==> config.mk <==
export PLATFORM = sky130hd
export DESIGN_NAME = ring_link_tx
export DESIGN_NICKNAME = d
export VERILOG_FILES = /design/src/rtl/ring_link_tx.sv
export SDC_FILE = /design/constraint.sdc
export NUM_CORES = 1
export LEC_CHECK = 0
export BUFFER_PORTS_ARGS = -buffer_cell sky130_fd_sc_hd__buf_2
export CAP_MARGIN = 20
export CORE_MARGIN = 2
export CORE_UTILIZATION = 30
export CTS_CLUSTER_DIAMETER = 30
export DETAILED_ROUTE_END_ITERATION = 8
export GPL_ROUTABILITY_DRIVEN = 0
export GPL_TIMING_DRIVEN = 0
export SETUP_SLACK_MARGIN = 0.02
export SYNTH_ARGS = -nofsm -noshare
export SYNTH_HDL_FRONTEND = slang
export SYNTH_SLANG_ARGS = --single-unit
==> constraint.sdc <==
create_clock -name clk -period 2.6 [get_ports clk]
set_input_delay 0.52 -clock clk [delete_from_list [all_inputs] [get_ports clk]]
set_output_delay 0.52 -clock clk [all_outputs]
set_load 0.005 [all_outputs]
==> src/rtl/ring_link_tx.sv <==
// Ring node egress: merges pass-through and local flits with bounded starvation,
// registers the winner onto the link and tracks downstream credits.
module ring_link_tx #(
  parameter int WIDTH      = 64,
  parameter int CREDITS    = 2,
  parameter int STARVE_MAX = 4
) (
  input  logic             clk,
  input  logic             rst,
  input  logic             iPassVld,
  input  logic [WIDTH-1:0] iPassDat,
  output logic             oPassRdy,
  input  logic             iEmpty,
  input  logic [WIDTH-1:0] iRdDat,
  output logic             oRdEn,
  output logic             oVld,
  output logic [WIDTH-1:0] oDat,
  input  logic             iCrdRet,
  output logic [3:0]       oCrd,
  output logic             oCrdErr,
  output logic [15:0]      oTxCnt
);

  localparam logic [3:0] CRD_MAX   = 4'(CREDITS);
  localparam logic [3:0] STARVE_LIM = 4'(STARVE_MAX);

  logic [3:0]       crd_reg, crd_next;
  logic [3:0]       starve_reg, starve_next;
  logic             vld_reg;
  logic [WIDTH-1:0] dat_reg;
  logic             err_reg, err_next;
  logic [15:0]      tx_cnt_reg;

  logic can_send, pass_pend, loc_pend;
  logic grant_pass, grant_loc, grant;

  assign can_send  = (crd_reg != 4'd0);
  assign pass_pend = iPassVld;
  assign loc_pend  = !iEmpty;

  // Grants are suppressed while reset is held so the local FIFO is never popped.
  always_comb begin
    grant_pass = 1'b0;
    grant_loc  = 1'b0;
    if (rst && can_send) begin
      if (pass_pend && loc_pend) begin
        if (starve_reg == STARVE_LIM) grant_loc = 1'b1;
        else                          grant_pass = 1'b1;
      end else if (pass_pend) begin
        grant_pass = 1'b1;
      end else if (loc_pend) begin
        grant_loc = 1'b1;
      end
    end
  end

  assign grant    = grant_pass | grant_loc;
  assign oPassRdy = grant_pass;
  assign oRdEn    = grant_loc;

  always_comb begin
    crd_next = crd_reg;
    err_next = err_reg;
    case ({grant, iCrdRet})
      2'b10: crd_next = crd_reg - 4'd1;
      2'b01: begin
        if (crd_reg == CRD_MAX) err_next = 1'b1;
        else                    crd_next = crd_reg + 4'd1;
      end
      default: crd_next = crd_reg;
    endcase
  end

  // Counts pass grants made while a local flit waits; holds on credit stalls.
  always_comb begin
    starve_next = starve_reg;
    if (!loc_pend || grant_loc) starve_next = 4'd0;
    else if (grant_pass)        starve_next = starve_reg + 4'd1;
  end

  always_ff @(posedge clk) begin
    if (!rst) begin
      crd_reg    <= CRD_MAX;
      starve_reg <= 4'd0;
      vld_reg    <= 1'b0;
      dat_reg    <= '0;
      err_reg    <= 1'b0;
      tx_cnt_reg <= 16'd0;
    end else begin
      crd_reg    <= crd_next;
      starve_reg <= starve_next;
      err_reg    <= err_next;
      vld_reg    <= grant;
      if (grant) begin
        dat_reg    <= grant_pass ? iPassDat : iRdDat;
        tx_cnt_reg <= tx_cnt_reg + 16'd1;
      end
    end
  end

  assign oVld    = vld_reg;
  assign oDat    = dat_reg;
  assign oCrd    = crd_reg;
  assign oCrdErr = err_reg;
  assign oTxCnt  = tx_cnt_reg;

endmodule

Word level (Yosys, flattened, before mapping)
Cells that the tools add are included.
Widths: inputs -> output; s select.

word-level totals
  register bits after elaboration = 90
  input port bits = 133
  output and inout bits = 88

operators by class
  $add $sub $neg = 4
  equal/unequal tests = 5
  mux-type cells = 12
  bitwise gates (word level) = 2
  reductions and logical operators = 9

operator list
  cell                   count
  $mux 64                1
  $add 16x1->16 const B  1
  $mux 1                 9
  $add 4x1->4 const B    2
  $pmux 4 s2             1
  $eq 4x2->1 const B     1
  $eq 4x3->1 const B     1
  $mux 4                 1
  $reduce_and 2->1       2
  $reduce_bool 4->1      1
  $sub 4x1->4 const B    1
  $eq 2x1->1 const B     1
  $eq 2x2->1 const B     1
  $logic_and 1x1->1      2
  $ne 2x2->1 const B     1
  $reduce_bool 2->1      1
  $reduce_or 2->1        1
  $logic_not 1->1        1
  $logic_or 1x1->1       1
  $not 1->1              1
  $or 1x1->1             1

Longest topological paths before layout
  depth after elaboration = 8
  gate-level depth with buffers = 10

Worst setup path after synthesis
OpenSTA, ideal clock, no wires.

  path type = reg2reg
  start point = register crd_reg[1], in the netlist oCrd[1]
  end point = register crd_reg[3], in the netlist oCrd[3]
  arrival time = 2.411 ns
  data required time = 2.528 ns
  setup slack = 0.117 ns
  stages on the path, launching flop included = 11
  buffers on the path = 2
  clock period less this slack = 2.483 ns
  cells stage by stage = dfxtp_1 -> o41a_1 -> nand2_2 -> buf_4 -> buf_4 -> nand2_1 -> ha_1 -> a21o_1 -> a21oi_1 -> mux2i_1 -> mux2i_1

on the way
  cells in the longest elaborated chain, start to end = 7
  elaborated cells on any way between the ends = 15

ends and longest elaborated chain
  item                                                       line  text
  start, declared                                            27    logic [3:0] crd_reg, crd_next;
  start signal, assigned                                     90    crd_reg <= crd_next;
  $reduce_bool 4->1                                          37    assign can_send = (crd_reg != 4'd0);
  $logic_and 1x1->1                                          45    if (rst && can_send) begin
  $mux 1                                                     45
  $or 1x1->1                                                 57    assign grant = grant_pass | grant_loc;
  $eq 2x1->1 or $eq 2x2->1 (tied branches)                   64    case ({grant, iCrdRet})
  $ne 2x2->1 (no line) or $reduce_bool 2->1 (tied branches)  --
  $reduce_and 2->1 (no line)                                 --

Several ways; a longest one is shown, not always the timed one. The select of a mux whose other input is x is not followed.
A chain may end at the register's enable or synchronous reset.

Worst setup path in the final report
Ends and elaborated chain as after synthesis.

==> reports/metrics.yaml <==
setup_path:
  end_kind: "flip-flop"
  cp.arrival_ns: 2.70
  cp_max_fo: 10
  start_kind: "flip-flop"
  worstSetupPathType: "flip-flop to flip-flop"
  reg2reg_slack_ns: 0.18
  cp.required_ns: 2.87
clocking:
  htree_levels: 3
  cts_buffers: 9
  clock_sinks: 90
  cts_tree: "yes"
  path_clk_slew_ns: 0.06
  cts-root-buf: "clkbuf_16"
  cts_buffer_depth: 2
  clk_latency_ns: 0.34
logic_synthesis:
  netlist_area_um2: 3981
  synth_top_cell_by_area: "dfxtp_1"
  synthXorXnorAreaFrac_pct: 3.740
  synth_compound_area_share_pct: 11.38
  syn-mean-instance-area_um2: 7.884
  yosys-top-cells-area: "dfxtp_1, nor3_1, o21ai_0, nor2_1, xnor2_1"
  syn-num-nets: 644
  synth_top_family_by_area: "simple AND/OR/NAND/NOR gates"
  yosys.area_share.simple_pct: 31.21
  yosys_warnings: 0
  yosys.area.top_type_share_pct: 45.25
  ys_seq_elements: 90
  synth_cell_types: 38
  ys_seq_area_share_pct: 45.25
  synth_cells: 505
  synth-adder-area-share_pct: 2.074
  synth_mux_area_share_pct: 1.257
global_routing:
  grt_max_degree: 17
  grt_pass1_wl_mm: 21.89
  grt_overflow: 0
  antenna_found_initial: 0
  grt_pass1_vias: 4430
  grt_usage_pct: 19.35
layout:
  stdcell_count: 917
  area_growth_pct: 40.95
  finalNetCount: 877
  largest_reg_flops: 64
  drive_above_1_share_pct: 35.22
  fillCellCount: 1358
  utilization_pct: 42.89
  final_area_um2: 5612
  antenna_cells: 0
placement:
  placed_area_um2: 5298
  dp.cells: 900
  io_buffers: 219
  dpl_worst_slack_ns: -0.3016
  hpwl_mm: 10.41
sta:
  slew_headroom_pct: 45.45
  setup_ws_ns: 0.1795
  finalSetupViolCount: 0
  worstMarginPinSlew_ns: 0.8077
  post-route-period-util_pct: 93.09
  hold_ws_ns: 0.4600
  finalSetupTns_ns: 0
  hold_violations: 0
  final_max_slew_viol_count: 0
  rsz0062_at_grt: "no"
  period_needed_ns: 2.420
  max_freq_mhz: 413.1
  fin_skew_ns: 0.008138
drt:
  vias_per_cell: 4.964
  num_vias: 4552
  drt-initial-drc-count: 216
  drc: 0
  drt_first_pass_iters: 5
  totalWireLength_mm: 13.87
  antenna_left: 0
  post_drt_wl_per_cell_um: 15.13
power_and_ir_drop:
  power_density_nw_per_um2: 787.5
  p_comb_share_pct: 31.0
  finalPower_mw: 4.419
  seqPwrFrac_pct: 40.7
  power.share.clock_pct: 28.3
  switchingPower_mw: 1.483
  p_int_mw: 2.937
  p_leak_nw: 2.611
  ir_drop_mv: 0.3122
  switching_share_pct: 33.55
floorplanning:
  die_w_um: 119.2
  die_area_um2: 14210
  rows: 42
  coreArea_um2: 13090
  start_util_pct: 30.43
  ios: 221
  die_h_um: 119.2
run_status:
  status: "finished, final reports clean"
min_path:
  hold_path_class: "input pin to flip-flop"
flow_run:
  maxCapViolCount: 0
power groups by stage:
| stage | logic (mW) | clock network [mW] | registers [mW] |
|---|---|---|---|
| after floorplan | 0.738 | 0 | 1.81 |
| after global placement | 1.32 | 0 | 1.80 |
| after detailed placement | 1.35 | 0 | 1.82 |
| after CTS | 1.35 | 1.29 | 1.79 |
| after global routing | 1.54 | 1.34 | 1.83 |
| final | 1.37 | 1.25 | 1.80 |
worst max-delay path: stages (launching register included):
cell     delay (ns)
dfxtp_2        0.39
o41a_1         0.49
nand2_4        0.15
buf_8          0.15
nand2_1        0.11
ha_1           0.31
a21o_1         0.17
a21oi_1        0.17
mux2i_1        0.23
mux2i_1        0.19
final cells by class:
cell class	count	area (µm²)	area share (%)
Buffer	38	180.2	3.211
Multi-Input combinational cell	370	1982	35.32
Tap cell	176	220.2	3.924
Inverter	5	18.77	0.3344
Timing Repair Buffer	224	1134	20.20
Clock inverter	4	45.04	0.8027
Sequential cell	90	1803	32.13
Clock buffer	10	229.0	4.080
kinds of logic (layout without fill, tap and decap cells):
group / Yosys count / after routing
AOI/OAI and AO/OA: 83 / 83
xor gates and xnor gates: 17 / 17
adders and majority gates: 6 / 6
buffers and inverters: 45 / 281
DFF: 90 / 90
muxes: 5 / 5
and+or+nand+nor: 259 / 259
routing by layer:
metal | share of wire, % | track usage [%] | vias up
met5 | 0 | 0 | -
met3 | 6.2 | 4.885 | 15
li1 | - | - | 2218
met4 | 1.6 | 6.324 | 0
met1 | 43 | 23.88 | 2164
met2 | 49 | 32.90 | 155
cells in the final DEF, fill, tap and decap left out, types with 2 or more instances in the layout:
cell	instances
xnor2_1	11
xor2_1	6
nor4_1	2
buf_4	8
nor4_2	2
buf_2	231
a21oi_1	5
inv_1	3
ha_1	5
dfxtp_1	89
nand3_1	8
nand2b_1	2
nor3_1	132
clkbuf_1	20
nand4_1	6
nor2b_1	3
nand2_1	20
buf_1	3
mux2i_1	5
inv_2	2
o21ai_0	68
nor2_1	69
and2_1	11
clkinv_2	3
clkbuf_16	9
worst paths after layout:
check / from / endpoint / cells after the start
worst min register to register: oTxCnt[15] / oTxCnt[15] / 1
worst max register to register: oCrd[1] / oCrd[3] / 9
worst min-delay path: iPassDat[60] / oDat[60] / 3
worst max-delay path: oCrd[1] / oCrd[3] / 9
cells in the mapped netlist (all sizes together):
cell / n
nand4: 6
nor3: 132
a21boi: 1
mux2i: 5
o41a: 1
and2: 11
inv: 5
fa: 1
o211ai: 1
or3b: 1
clkbuf: 20
dfxtp: 90
ha: 5
nand2b: 2
nand3b: 1
nand3: 8
o32ai: 1
o21bai: 1
a21oi: 5
o21ai: 68
a211oi: 1
and4b: 1
nor2b: 3
o41ai: 1
xor2: 6
a41oi: 1
a21o: 1
o21a: 1
xnor2: 11
nor4: 4
nand2: 21
buf: 20
nor2: 69
timing repair:
| action | 4_1_cts | 5_1_grt |
|---|---|---|
| setup endpoints to repair | 4 | 1 |
| pin swaps | 1 | 1 |
| resized for setup | 4 | 0 |
| hold buffers | 0 | 0 |
| setup buffers | 0 | 5 |
Note: power is estimated with default switching activity, not from simulation.
